## src/rtl/hazard_pkg.sv

```systemverilog
// Shared types for the pipeline hazard controller: forwarding selects,
// per-stage instruction records and the memory-wait FSM states.
package hazard_pkg;

  localparam int REC_ADDR_W = 5;

  typedef enum logic [1:0] {
    FWD_NONE = 2'b00,
    FWD_WB   = 2'b01,
    FWD_MEM  = 2'b10,
    FWD_EX   = 2'b11
  } fwd_sel_e;

  typedef enum logic {
    RUN      = 1'b0,
    MEM_WAIT = 1'b1
  } hz_state_e;

  typedef struct packed {
    logic                  valid;
    logic [REC_ADDR_W-1:0] rd;
    logic [REC_ADDR_W-1:0] rs1;
    logic [REC_ADDR_W-1:0] rs2;
    logic                  reg_write;
    logic                  mem_read;
    logic                  mem_op;
  } stage_rec_t;

  // x0 is hardwired to zero, so a stage never produces a value for it.
  function automatic logic rec_writes(input stage_rec_t r, input logic [REC_ADDR_W-1:0] a);
    return r.valid && r.reg_write && (r.rd == a) && (a != '0);
  endfunction

endpackage

```

## src/rtl/pipeline_hazard_ctrl_fwd_select.sv

```systemverilog
// Forwarding source selection for one operand, shared by the EX-side and
// the ID-side (branch comparator) paths.
module fwd_select
  import hazard_pkg::*;
(
  input  stage_rec_t            ex_rec,
  input  stage_rec_t            mem_rec,
  input  stage_rec_t            wb_rec,
  input  logic [REC_ADDR_W-1:0] rs,
  input  logic                  branch_mode,
  output fwd_sel_e              sel
);

  // The ID comparator cannot take a load result from EX or MEM: the data
  // does not exist yet, so those cases are stalls rather than forwards.
  always_comb begin
    sel = FWD_NONE;
    if (branch_mode && rec_writes(ex_rec, rs) && !ex_rec.mem_read) begin
      sel = FWD_EX;
    end else if (rec_writes(mem_rec, rs) && !(branch_mode && mem_rec.mem_read)) begin
      sel = FWD_MEM;
    end else if (rec_writes(wb_rec, rs)) begin
      sel = FWD_WB;
    end
  end

  logic unused_fields;
  assign unused_fields = ^{ex_rec.rs1, ex_rec.rs2, ex_rec.mem_op,
                           mem_rec.rs1, mem_rec.rs2, mem_rec.mem_op,
                           wb_rec.rs1, wb_rec.rs2, wb_rec.mem_read, wb_rec.mem_op};

endmodule

```

## src/rtl/pipeline_hazard_ctrl.sv

```systemverilog
// Hazard/sequencing controller for the 5-stage pipeline: forwarding, stalls,
// flush and data-memory freeze. HAZARD_PERF_CNT_EN adds stall/flush counters.
module pipeline_hazard_ctrl
  import hazard_pkg::*;
#(
  parameter int REG_ADDR_W = 5,
  parameter int PERF_W     = 32
) (
  input  logic                  clock,
  input  logic                  reset,
  input  logic                  id_valid,
  input  logic [REG_ADDR_W-1:0] id_rs1,
  input  logic [REG_ADDR_W-1:0] id_rs2,
  input  logic [REG_ADDR_W-1:0] id_rd,
  input  logic                  id_uses_rs1,
  input  logic                  id_uses_rs2,
  input  logic                  id_reg_write,
  input  logic                  id_mem_read,
  input  logic                  id_mem_op,
  input  logic                  id_is_branch,
  input  logic                  pc_redirect,
  input  logic                  dmem_ready,
  output logic [1:0]            forward_a,
  output logic [1:0]            forward_b,
  output logic [1:0]            forward_branch_a,
  output logic [1:0]            forward_branch_b,
  output logic                  pc_write,
  output logic                  ifid_write,
  output logic                  ifid_flush,
  output logic                  ex_bubble,
  output logic                  pipe_freeze,
  output logic [PERF_W-1:0]     stall_cnt,
  output logic [PERF_W-1:0]     flush_cnt,
  output hz_state_e             state_dbg
);

  stage_rec_t ex_q, mem_q, wb_q, id_rec;
  hz_state_e  state_q, state_d;
  logic       freeze, stall, hit_ex, hit_mem, redirect;
  fwd_sel_e   fa, fb, fba, fbb;

  always_comb begin
    id_rec           = '0;
    id_rec.valid     = id_valid;
    id_rec.rd        = id_rd;
    id_rec.rs1       = id_rs1;
    id_rec.rs2       = id_rs2;
    id_rec.reg_write = id_reg_write;
    id_rec.mem_read  = id_mem_read;
    id_rec.mem_op    = id_mem_op;
  end

  // Data memory handshake: a load/store sitting in MEM is accepted in the cycle
  // dmem_ready is high; while it is low the whole pipeline holds in place.
  always_comb begin
    freeze  = 1'b0;
    state_d = state_q;
    unique case (state_q)
      RUN: begin
        if (mem_q.valid && mem_q.mem_op && !dmem_ready) begin
          freeze  = 1'b1;
          state_d = MEM_WAIT;
        end
      end
      MEM_WAIT: begin
        if (dmem_ready) state_d = RUN;
        else            freeze  = 1'b1;
      end
      default: state_d = RUN;
    endcase
  end

  assign hit_ex  = (id_uses_rs1 && rec_writes(ex_q, id_rs1)) ||
                   (id_uses_rs2 && rec_writes(ex_q, id_rs2));
  assign hit_mem = (id_uses_rs1 && rec_writes(mem_q, id_rs1)) ||
                   (id_uses_rs2 && rec_writes(mem_q, id_rs2));

  // A cycle released from MEM_WAIT advances the pipe, so it must see stalls too.
  assign stall = id_valid && !freeze &&
                 ((ex_q.mem_read && hit_ex) ||
                  (id_is_branch && hit_ex) ||
                  (id_is_branch && mem_q.mem_read && hit_mem));

  // Stalled comparator operands are stale, so a redirect is only trusted when
  // the pipe really advances; reset gating keeps the flush low while in reset.
  assign redirect = reset && pc_redirect && !stall && !freeze;

  always_comb begin
    pc_write    = !freeze && !stall;
    ifid_write  = !freeze && !stall;
    ex_bubble   = stall;
    pipe_freeze = freeze;
    ifid_flush  = redirect;
  end

  always_ff @(posedge clock or negedge reset) begin
    if (!reset) begin
      state_q <= RUN;
      ex_q    <= '0;
      mem_q   <= '0;
      wb_q    <= '0;
    end else begin
      state_q <= state_d;
      if (!freeze) begin
        wb_q  <= mem_q;
        mem_q <= ex_q;
        ex_q  <= stall ? '0 : id_rec;
      end
    end
  end

  fwd_select u_fwd_a  (.ex_rec(ex_q), .mem_rec(mem_q), .wb_rec(wb_q), .rs(ex_q.rs1),
                       .branch_mode(1'b0), .sel(fa));
  fwd_select u_fwd_b  (.ex_rec(ex_q), .mem_rec(mem_q), .wb_rec(wb_q), .rs(ex_q.rs2),
                       .branch_mode(1'b0), .sel(fb));
  fwd_select u_fwd_ba (.ex_rec(ex_q), .mem_rec(mem_q), .wb_rec(wb_q), .rs(id_rs1),
                       .branch_mode(1'b1), .sel(fba));
  fwd_select u_fwd_bb (.ex_rec(ex_q), .mem_rec(mem_q), .wb_rec(wb_q), .rs(id_rs2),
                       .branch_mode(1'b1), .sel(fbb));

  assign forward_a        = fa;
  assign forward_b        = fb;
  assign forward_branch_a = id_is_branch ? fba : FWD_NONE;
  assign forward_branch_b = id_is_branch ? fbb : FWD_NONE;
  assign state_dbg        = state_q;

`ifdef HAZARD_PERF_CNT_EN
  logic [PERF_W-1:0] stall_cnt_q, flush_cnt_q;

  always_ff @(posedge clock or negedge reset) begin
    if (!reset) begin
      stall_cnt_q <= '0;
      flush_cnt_q <= '0;
    end else begin
      if (stall && (stall_cnt_q != '1))    stall_cnt_q <= stall_cnt_q + PERF_W'(1);
      if (redirect && (flush_cnt_q != '1)) flush_cnt_q <= flush_cnt_q + PERF_W'(1);
    end
  end

  assign stall_cnt = stall_cnt_q;
  assign flush_cnt = flush_cnt_q;
`else
  assign stall_cnt = '0;
  assign flush_cnt = '0;
`endif

endmodule

```

## config.mk

```make
export PLATFORM = sky130hd
export DESIGN_NAME = pipeline_hazard_ctrl
export DESIGN_NICKNAME = d
export VERILOG_FILES = /design/src/rtl/hazard_pkg.sv /design/src/rtl/pipeline_hazard_ctrl_fwd_select.sv /design/src/rtl/pipeline_hazard_ctrl.sv
export SDC_FILE = /design/constraint.sdc
export NUM_CORES = 1
export LEC_CHECK = 0
export CAP_MARGIN = 10
export CORE_AREA = 2 2 92 94
export DETAILED_ROUTE_END_ITERATION = 12
export DIE_AREA = 0 0 94 96
export GPL_TIMING_DRIVEN = 0
export PLACE_DENSITY = 0.88
export SYNTH_ARGS = -nofsm -noshare
export SYNTH_HDL_FRONTEND = slang
export SYNTH_HIERARCHICAL = 1
export SYNTH_SLANG_ARGS = --single-unit
export TNS_END_PERCENT = 5
```

## constraint.sdc

```tcl
create_clock -name clock -period 2.7 [get_ports clock]
set_input_delay 0.675 -clock clock [delete_from_list [all_inputs] [get_ports clock]]
set_output_delay 0.675 -clock clock [all_outputs]
set_load 0.005 [all_outputs]
```

* Yosys cells after proc, flatten, opt, wreduce, memory -nomap -nowiden
Cells that the tools add are included.
** Operators by class
- Mux-type cells :: 16
- Bitwise operators :: 1
- Reduce and logical (&&, ||, !) cells :: 56
- Equality and inequality tests :: 10
** Operators by type and width (number)
- 5-bit == test :: 10
- 1-bit logical AND :: 43
- 5-bit nonzero test :: 4
- 19-bit two-way mux :: 1
- 2-bit two-way mux :: 8
- 1-bit two-way mux :: 6
- 1-bit zero test :: 5
- 1-bit logical OR :: 4
- 1-bit one-hot mux with 2 select lines :: 1
- 1-bit inverter :: 1
** Word-level totals
- Output and inout port bits :: 78
- Bits in registers :: 36
- Input port bits :: 26
- Logic and storage cells :: 99

* Logic depth before layout (Yosys ltp)
Gate-level depths: netlist of the first run.
- Word-level depth :: 12
- Mapped depth :: 8
- Depth with buffers taken out :: 6

* By module
The synthesis of the first run kept the hierarchy.
** By module, submodules not included
- pipeline_hazard_ctrl :: instances 1, cells an instance 356, area each 3069.2 um^2, seq. area each 1451.4 um^2
- fwd_select :: instances 4, cells an instance 31, area each 219.0 um^2, seq. area each 0.0 um^2

* Worst setup path after synthesis of the first run
Ideal clock, no wire load.
- Path type :: input to output
- From :: input id_rs1[0]
- To :: output pc_write
- Buffers on the path :: 1
- Stages :: 5
- Data arrival time :: 1910 ps
- Required time :: 2025 ps
- Slack :: 115 ps
- Cells stage by stage :: or4_1 o221ai_2 nand2_1 a21oi_1 buf_4
** Between the ends
- Cells in the longest elaborated chain, start to end :: 11
- Elaborated cells between the ends (all ways) :: 19
- Those cells by class :: 2 x eq/ne; 17 x reduce/logical
** Ends and longest elaborated chain
- start: declaration :: line pipeline_hazard_ctrl.sv:12 : input logic [REG_ADDR_W-1:0] id_rs1,
- 5-bit == test :: line hazard_pkg.sv:31 : return r.valid && r.reg_write && (r.rd == a) && (a != '0);
- 1-bit logical AND (2 in series) :: line hazard_pkg.sv:31
- 1-bit logical AND :: line pipeline_hazard_ctrl.sv:73 : assign hit_ex = (id_uses_rs1 && rec_writes(ex_q, id_rs1)) ||
- 1-bit logical OR :: line pipeline_hazard_ctrl.sv:73
- 1-bit logical AND (on tied branches) :: line pipeline_hazard_ctrl.sv:80, pipeline_hazard_ctrl.sv:81
- 1-bit logical OR :: line pipeline_hazard_ctrl.sv:80 : ((ex_q.mem_read && hit_ex) ||
- 1-bit logical OR * :: line pipeline_hazard_ctrl.sv:81 : (id_is_branch && hit_ex) ||
- 1-bit logical AND * :: line pipeline_hazard_ctrl.sv:79 : assign stall = id_valid && !freeze &&
- 1-bit zero test *
- 1-bit logical AND *
- end: declaration :: line pipeline_hazard_ctrl.sv:27 : output logic pc_write,
Mark *: on every way between the ends. The rest lies on a longest branch, timed or not.

* Final worst setup path of the first run
- From :: input id_rs1[4]
- To :: output pc_write
** Between the ends
- Cells in the longest elaborated chain, start to end :: 11
- Elaborated cells between the ends (all ways) :: 19
- Those cells by class :: 2 x eq/ne; 17 x reduce/logical
** Ends and longest elaborated chain
- 5-bit == test :: line hazard_pkg.sv:31
- 1-bit logical AND (2 in series) :: line hazard_pkg.sv:31
- 1-bit logical AND :: line pipeline_hazard_ctrl.sv:73
- 1-bit logical OR :: line pipeline_hazard_ctrl.sv:73
- 1-bit logical AND (on tied branches) :: line pipeline_hazard_ctrl.sv:80, pipeline_hazard_ctrl.sv:81
- 1-bit logical OR :: line pipeline_hazard_ctrl.sv:80
- 1-bit logical OR * :: line pipeline_hazard_ctrl.sv:81
- 1-bit logical AND * :: line pipeline_hazard_ctrl.sv:79
- 1-bit zero test * :: line pipeline_hazard_ctrl.sv:89 : pc_write = !freeze && !stall;
- 1-bit logical AND * :: line pipeline_hazard_ctrl.sv:89
Marks and branches as above.

==> qor.txt, run 1 <==
Final Critical Period - 2830 ps
Crit-path most repeated cell - buf_6
Max Cap Viol - 0
Final slew viol count - 0
Pre-CTS setup slack - -1180 ps
Sequential power share - 0.358
Crit-path slowest cell - nor3_2
CP max stage delay - 290 ps
Setup TNS - -560 ps
GR Overflow Total - 0
Drt initial violations - 335
CTS tree - done
Worst-path clk slew - 70 ps
CP arrival - 2150 ps
Post-DP HPWL - 6.18 mm
Number of detailed-route iterations in the first pass - 5
CP endpoint kind - output port
Status - finished, violations left
Area growth syn-to-layout - 41.3%
Syn Inst Count - 392
ANT cells - 0
Startpoint types - input pin
Clock skew - 5.03 ps
Core Util, Final - 0.552
Clk sinks - 36
Number of global-route vias before repair - 2776
Core Region - 8050 µm²
Clk buf depth - 2
Initial core utilization - 0.391
Gr usage total - 0.203
Sw Share - 0.463
Failing checks - negative setup slack
DRC errors left - 0
Post-DRT Antenna Nets - 0
Crit path cell chain - buf_8 -> xnor2_4 -> nand4_1 -> nor3_2 -> o221ai_4 -> buf_6 -> nand2_4 -> a21oi_2 -> buf_4 -> buf_6
Final WL - 10.1 mm
Die Height - 96 µm
Port buffer count - 39
Post-synthesis cell area - 3150 µm²
Fin crit share - 1.05
Nets - 565
Vias/cell - 4.98
Logic pwr share - 0.527
Kind of critical path - input pin to output port
Worst-Skew Late Latency - 300 ps
P per Cell Area - 791 nW/µm²
Die Area - 9020 µm²
Final hold viol count - 0
Row cnt - 33
I/O Pins - 104
Root buf cell - clkbuf_8
Achievable Freq - 354 MHz
Synthesized area per cell - 8.03 µm²
Crit-path leading delay family - buffers and inverters
Largest net degree at the start of global routing - 38
Sw power - 1.63 mW
HP Class - input pin to async pin
Unrepaired setup endpoints after global routing - yes
Setup violators final - 8
Pleak - 2.26 nW
Initial antenna violation count - 0
Pint - 1.89 mW
Wire length per cell - 15.7 µm
Die width - 94 µm
Share of layout cells above drive strength 1 - 0.331
Number of vias in the routed layout - 3209
Htree depth - 2
Worst VDD drop - 0.000563 V
Crit path buf inv count - 4
Total power draw - 3.52 mW
Crit-path max FO - 8
Clk pwr share - 0.115
WHS - 474 ps
CTS buffer count - 5
First-pass GRT wire length - 13.9 mm
Crit path required time - 2030 ps
Slew HR - 0.429
Routability cong. - 0.967
Yosys warnings - 6
Tightest Pin Transition - 857 ps
Final worst setup slack - -128 ps
layer usage:
| layer | wire (µm) | track usage | vias up |
|---|---|---|---|
| met1 | 3550 | 0.232 | 1439 |
| met4 | 631 | 0.116 | 0 |
| li1 | - | - | 1440 |
| met2 | 4930 | 0.358 | 268 |
| met3 | 1020 | 0.0337 | 62 |
| met5 | 0 | 0 | - |
power groups by stage:
stage	Sequential (mW)	Clock, mW	Combinational, mW
6_report	1.26	0.403	1.85
5_1_grt	1.27	0.429	1.99
4_1_cts	1.26	0.401	1.44
3_5_place_dp	1.28	0	1.27
3_3_place_gp	1.26	0	1.20
2_1_floorplan	1.12	0	0.985
final cells by class:
class / count / area [µm²]
inverter: 1 / 8.76
multi-input combinational: 346 / 2100
sequential: 36 / 923
tap: 105 / 131
timing repair buffer: 73 / 649
clock inverter: 2 / 10.0
buffer: 76 / 537
clock buffer: 6 / 82.6
fill: 693 / 3600
placed cells by master (no fill, tap or decap), types with 3 or more instances in the layout:
master and count:
nor2_1 8, xnor2_2 5, conb_1 72, a211oi_1 4
clkbuf_8 6, nand3_1 5, dfrtp_2 18, nor3_1 4
clkbuf_1 5, buf_6 9, and3_1 4, nand4b_1 4
dlygate4sd2_1 4, nor4_1 9, buf_4 98, o21ai_1 4
nand2b_1 4, and2_1 4, a21oi_2 11, dfrtp_1 18
buf_2 7, xnor2_1 14, clkdlybuf4s50_1 16, xor2_1 60
nor4_2 3, a21oi_1 10, nand4_1 8, nor3_2 3
nand2_1 98
through the flow:
stage	area (µm²)	instances
after detailed placement	3930	606
after global routing	4450	645
after floorplan	3410	462
after CTS	4240	624
final	4450	645
after global placement	3930	606
registers in the layout (all words and copies together) (netlist names):
register,cells
ex_q,19
mem_q,9
wb_q,7
state_dbg,1
worst paths after layout:
| path | start | endpoint | slack, ps | cells after the start |
|---|---|---|---|---|
| min | reset | ex_q[16] | 470 | 1 |
| max | id_rs1[4] | pc_write | -130 | 10 |
| max in group asynchronous | reset | ex_q[9] | 1610 | 1 |
| min reg2reg | mem_q[0] | mem_q[0] | 530 | 2 |
| max reg2reg | mem_q[17] | ex_q[5] | 430 | 10 |
| min in group clock | mem_q[0] | mem_q[0] | 530 | 2 |
what timing repair did:
| item | 4_1_cts | 5_1_grt |
|---|---|---|
| hold endpoints to repair | 0 | 0 |
| gates resized for setup | 121 | 32 |
| endpoints found under the setup margin | 13 | 12 |
| buffers inserted | 12 | 23 |
| hold buffers | 0 | 0 |
| pin swaps | 21 | 11 |
No activity file was read; power rests on OpenSTA's default activity.
==> inputs of run 2 (changes only) <==
Settings changed: CTS_CLUSTER_SIZE set to 28.
==> results of run 2 <==
Final layout, timing and power as in run 1 (identical DEF).
==> inputs of run 3 (changes only) <==
Settings changed: CORE_AREA 2 2 92 94 to 2 2 106 82, DIE_AREA 0 0 94 96 to 0 0 108 84.
==> run 3 against run 2 <==
Against the previous run: final cell count is 0.31% higher; register-to-register slack better by 250 ps; cell area is 0.20% lower; clock power is 4% lower; the run still ends with negative setup slack left; total power is 2.0% lower; flip-flop and latch count stayed put; critical path depth is 2 lower; die area is 0.53% higher; clock skew is 7.6 ps higher; hold slack better by 3.8 ps.
==> qor.txt, run 3 (same netlist as run 1, synthesis figures left out) <==
Commonest non-fill, non-tap cell in the layout - nand2_1
Htree depth - 2
Post-DRT Antenna Nets - 0
Setup TNS - -459 ps
Crit path required time - 2030 ps
Share of layout cells above drive strength 1 - 0.334
Area growth syn-to-layout - 41.0%
Initial antenna violation count - 0
CTS buffer count - 5
Status - finished, violations left
GR Overflow Total - 0
Max Cap Viol - 0
Worst-path clk slew - 80 ps
Worst Setup EP - pc_write
R2R cell count - 8
Vias/cell - 4.77
Clk buf depth - 2
R2r setup slk - 680 ps
Achievable Freq - 352 MHz
Pre-CTS setup slack - -1240 ps
Sw power - 1.57 mW
Pint - 1.88 mW
Wire length per cell - 14.6 µm
Crit-path max FO - 8
Final slew viol count - 0
Total power draw - 3.45 mW
Clk pwr share - 0.113
Worst-Skew Late Latency - 290 ps
Initial core utilization - 0.385
Unrepaired setup endpoints after global routing - yes
Reg-to-reg endpoint - ex_q[2]
Largest net degree at the start of global routing - 38
Sw Share - 0.455
Final worst setup slack - -144 ps
I/O Pins - 104
Setup violators final - 8
Drt initial violations - 268
ANT cells - 0
Crit-path leading delay family - simple AND/OR/NAND/NOR gates
DRC errors left - 0
Die width - 108 µm
Filler cells - 737
Startpoint types - input pin
FF-to-FF Start - mem_q[15]
CP endpoint kind - output port
Sequential power share - 0.376
Kind of critical path - input pin to output port
Post-DP HPWL - 6.44 mm
Crit path cell chain - buf_12 -> or4_4 -> o221ai_4 -> buf_6 -> nand2_4 -> a21oi_4 -> buf_6 -> buf_6
Fin crit share - 1.05
Biggest regs - ex_q (19), mem_q (9), wb_q (7)
Row cnt - 29
Largest register FFs - 19
Tightest Pin Transition - 814 ps
Final hold viol count - 0
Failing checks - negative setup slack
Number of vias in the routed layout - 3084
Pleak - 2.24 nW
CP arrival - 2170 ps
Routability cong. - 0.933
Logic depth of the worst path, buffers included - 8
Root buf cell - clkbuf_8
Die Area - 9070 µm²
Number of detailed-route iterations in the first pass - 5
Crit path buf inv count - 4
CP max stage delay - 540 ps
Port buffer count - 39
Clock skew - 12.6 ps
Critical path origin - id_rs2[1]
CTS Hold Bufs - 0
Slew HR - 0.458
Logic pwr share - 0.512
Commonest non-fill, non-tap cells in the layout - nand2_1, buf_4, conb_1, xor2_1, dfrtp_2
Die Height - 84 µm
Clk sinks - 36
Final Critical Period - 2840 ps
Register Area - 928 µm²
Crit-path most repeated cell - buf_6
Core Region - 8160 µm²
First-pass GRT wire length - 14.3 mm
Crit-path slowest cell - or4_4
Nets - 564
Final WL - 9.44 mm
Number of global-route vias before repair - 2721
Worst VDD drop - 0.000367 V
Gr usage total - 0.200
P per Cell Area - 777 nW/µm²
Multi-input gate area - 2070 µm²
CTS tree - done
HP Class - input pin to async pin
Top reg by flops - ex_q
==> run 3: changes by cell type in the layout (fill, tap and decap cells not counted), moves of 3 or more <==
| cell | previous run | this run |
|---|---|---|
| dfrtp_1 | 18 | 14 |
| dfrtp_2 | 18 | 22 |
| xnor2_1 | 14 | 18 |
| buf_12 | 1 | 4 |
| buf_4 | 98 | 95 |
| xnor2_2 | 5 | 2 |
==> run 3: cell type report <==
class | count | area share
sequential | 36 | 0.209
multi-input combinational | 346 | 0.467
tap | 108 | 0.0304
timing repair buffer | 71 | 0.149
buffer | 77 | 0.122
clock inverter | 3 | 0.00423
inverter | 1 | 0.00197
clock buffer | 5 | 0.0155
==> run 3: power by group through the flow <==
stage	clock [mW]	sequential [mW]	combinational [mW]
final	0.388	1.29	1.76
after global routing	0.409	1.31	1.93
after CTS	0.386	1.29	1.41
after detailed placement	0	1.31	1.27
after global placement	0	1.30	1.21
after floorplan	0	1.12	0.985
==> run 3: worst min-delay path by stage <==
stage | start | end | slack, ps | depth (start not counted)
floorplan | reset | ex_q[0] | 380 | 0
global placement | mem_q[0] | mem_q[0] | 460 | 2
detailed placement | mem_q[0] | mem_q[0] | 470 | 2
CTS | mem_q[0] | mem_q[0] | 490 | 2
global route | mem_q[0] | mem_q[0] | 520 | 2
finish | reset | ex_q[8] | 480 | 1
==> run 3: stage by stage <==
step,instances,util,hold WS (ps),area (µm²)
final,647,0.544,478,4440
after global routing,647,0.544,520,4440
after CTS,629,0.514,487,4200
after detailed placement,609,0.481,470,3930
after global placement,609,0.482,455,3940
after floorplan,462,-,379,3410
==> run 3: what timing repair did <==
action / in CTS / in global routing
pin swaps: 19 / 19
endpoints found under the setup margin: 13 / 13
resized for setup: 121 / 32
setup buffers: 13 / 20
==> run 3: layer usage <==
metal,GRT usage,vias up,wire [µm]
met5,0,-,0
met4,0.0548,0,235
met1,0.278,1438,3910
met2,0.319,177,4480
met3,0.0351,26,818
li1,-,1443,-
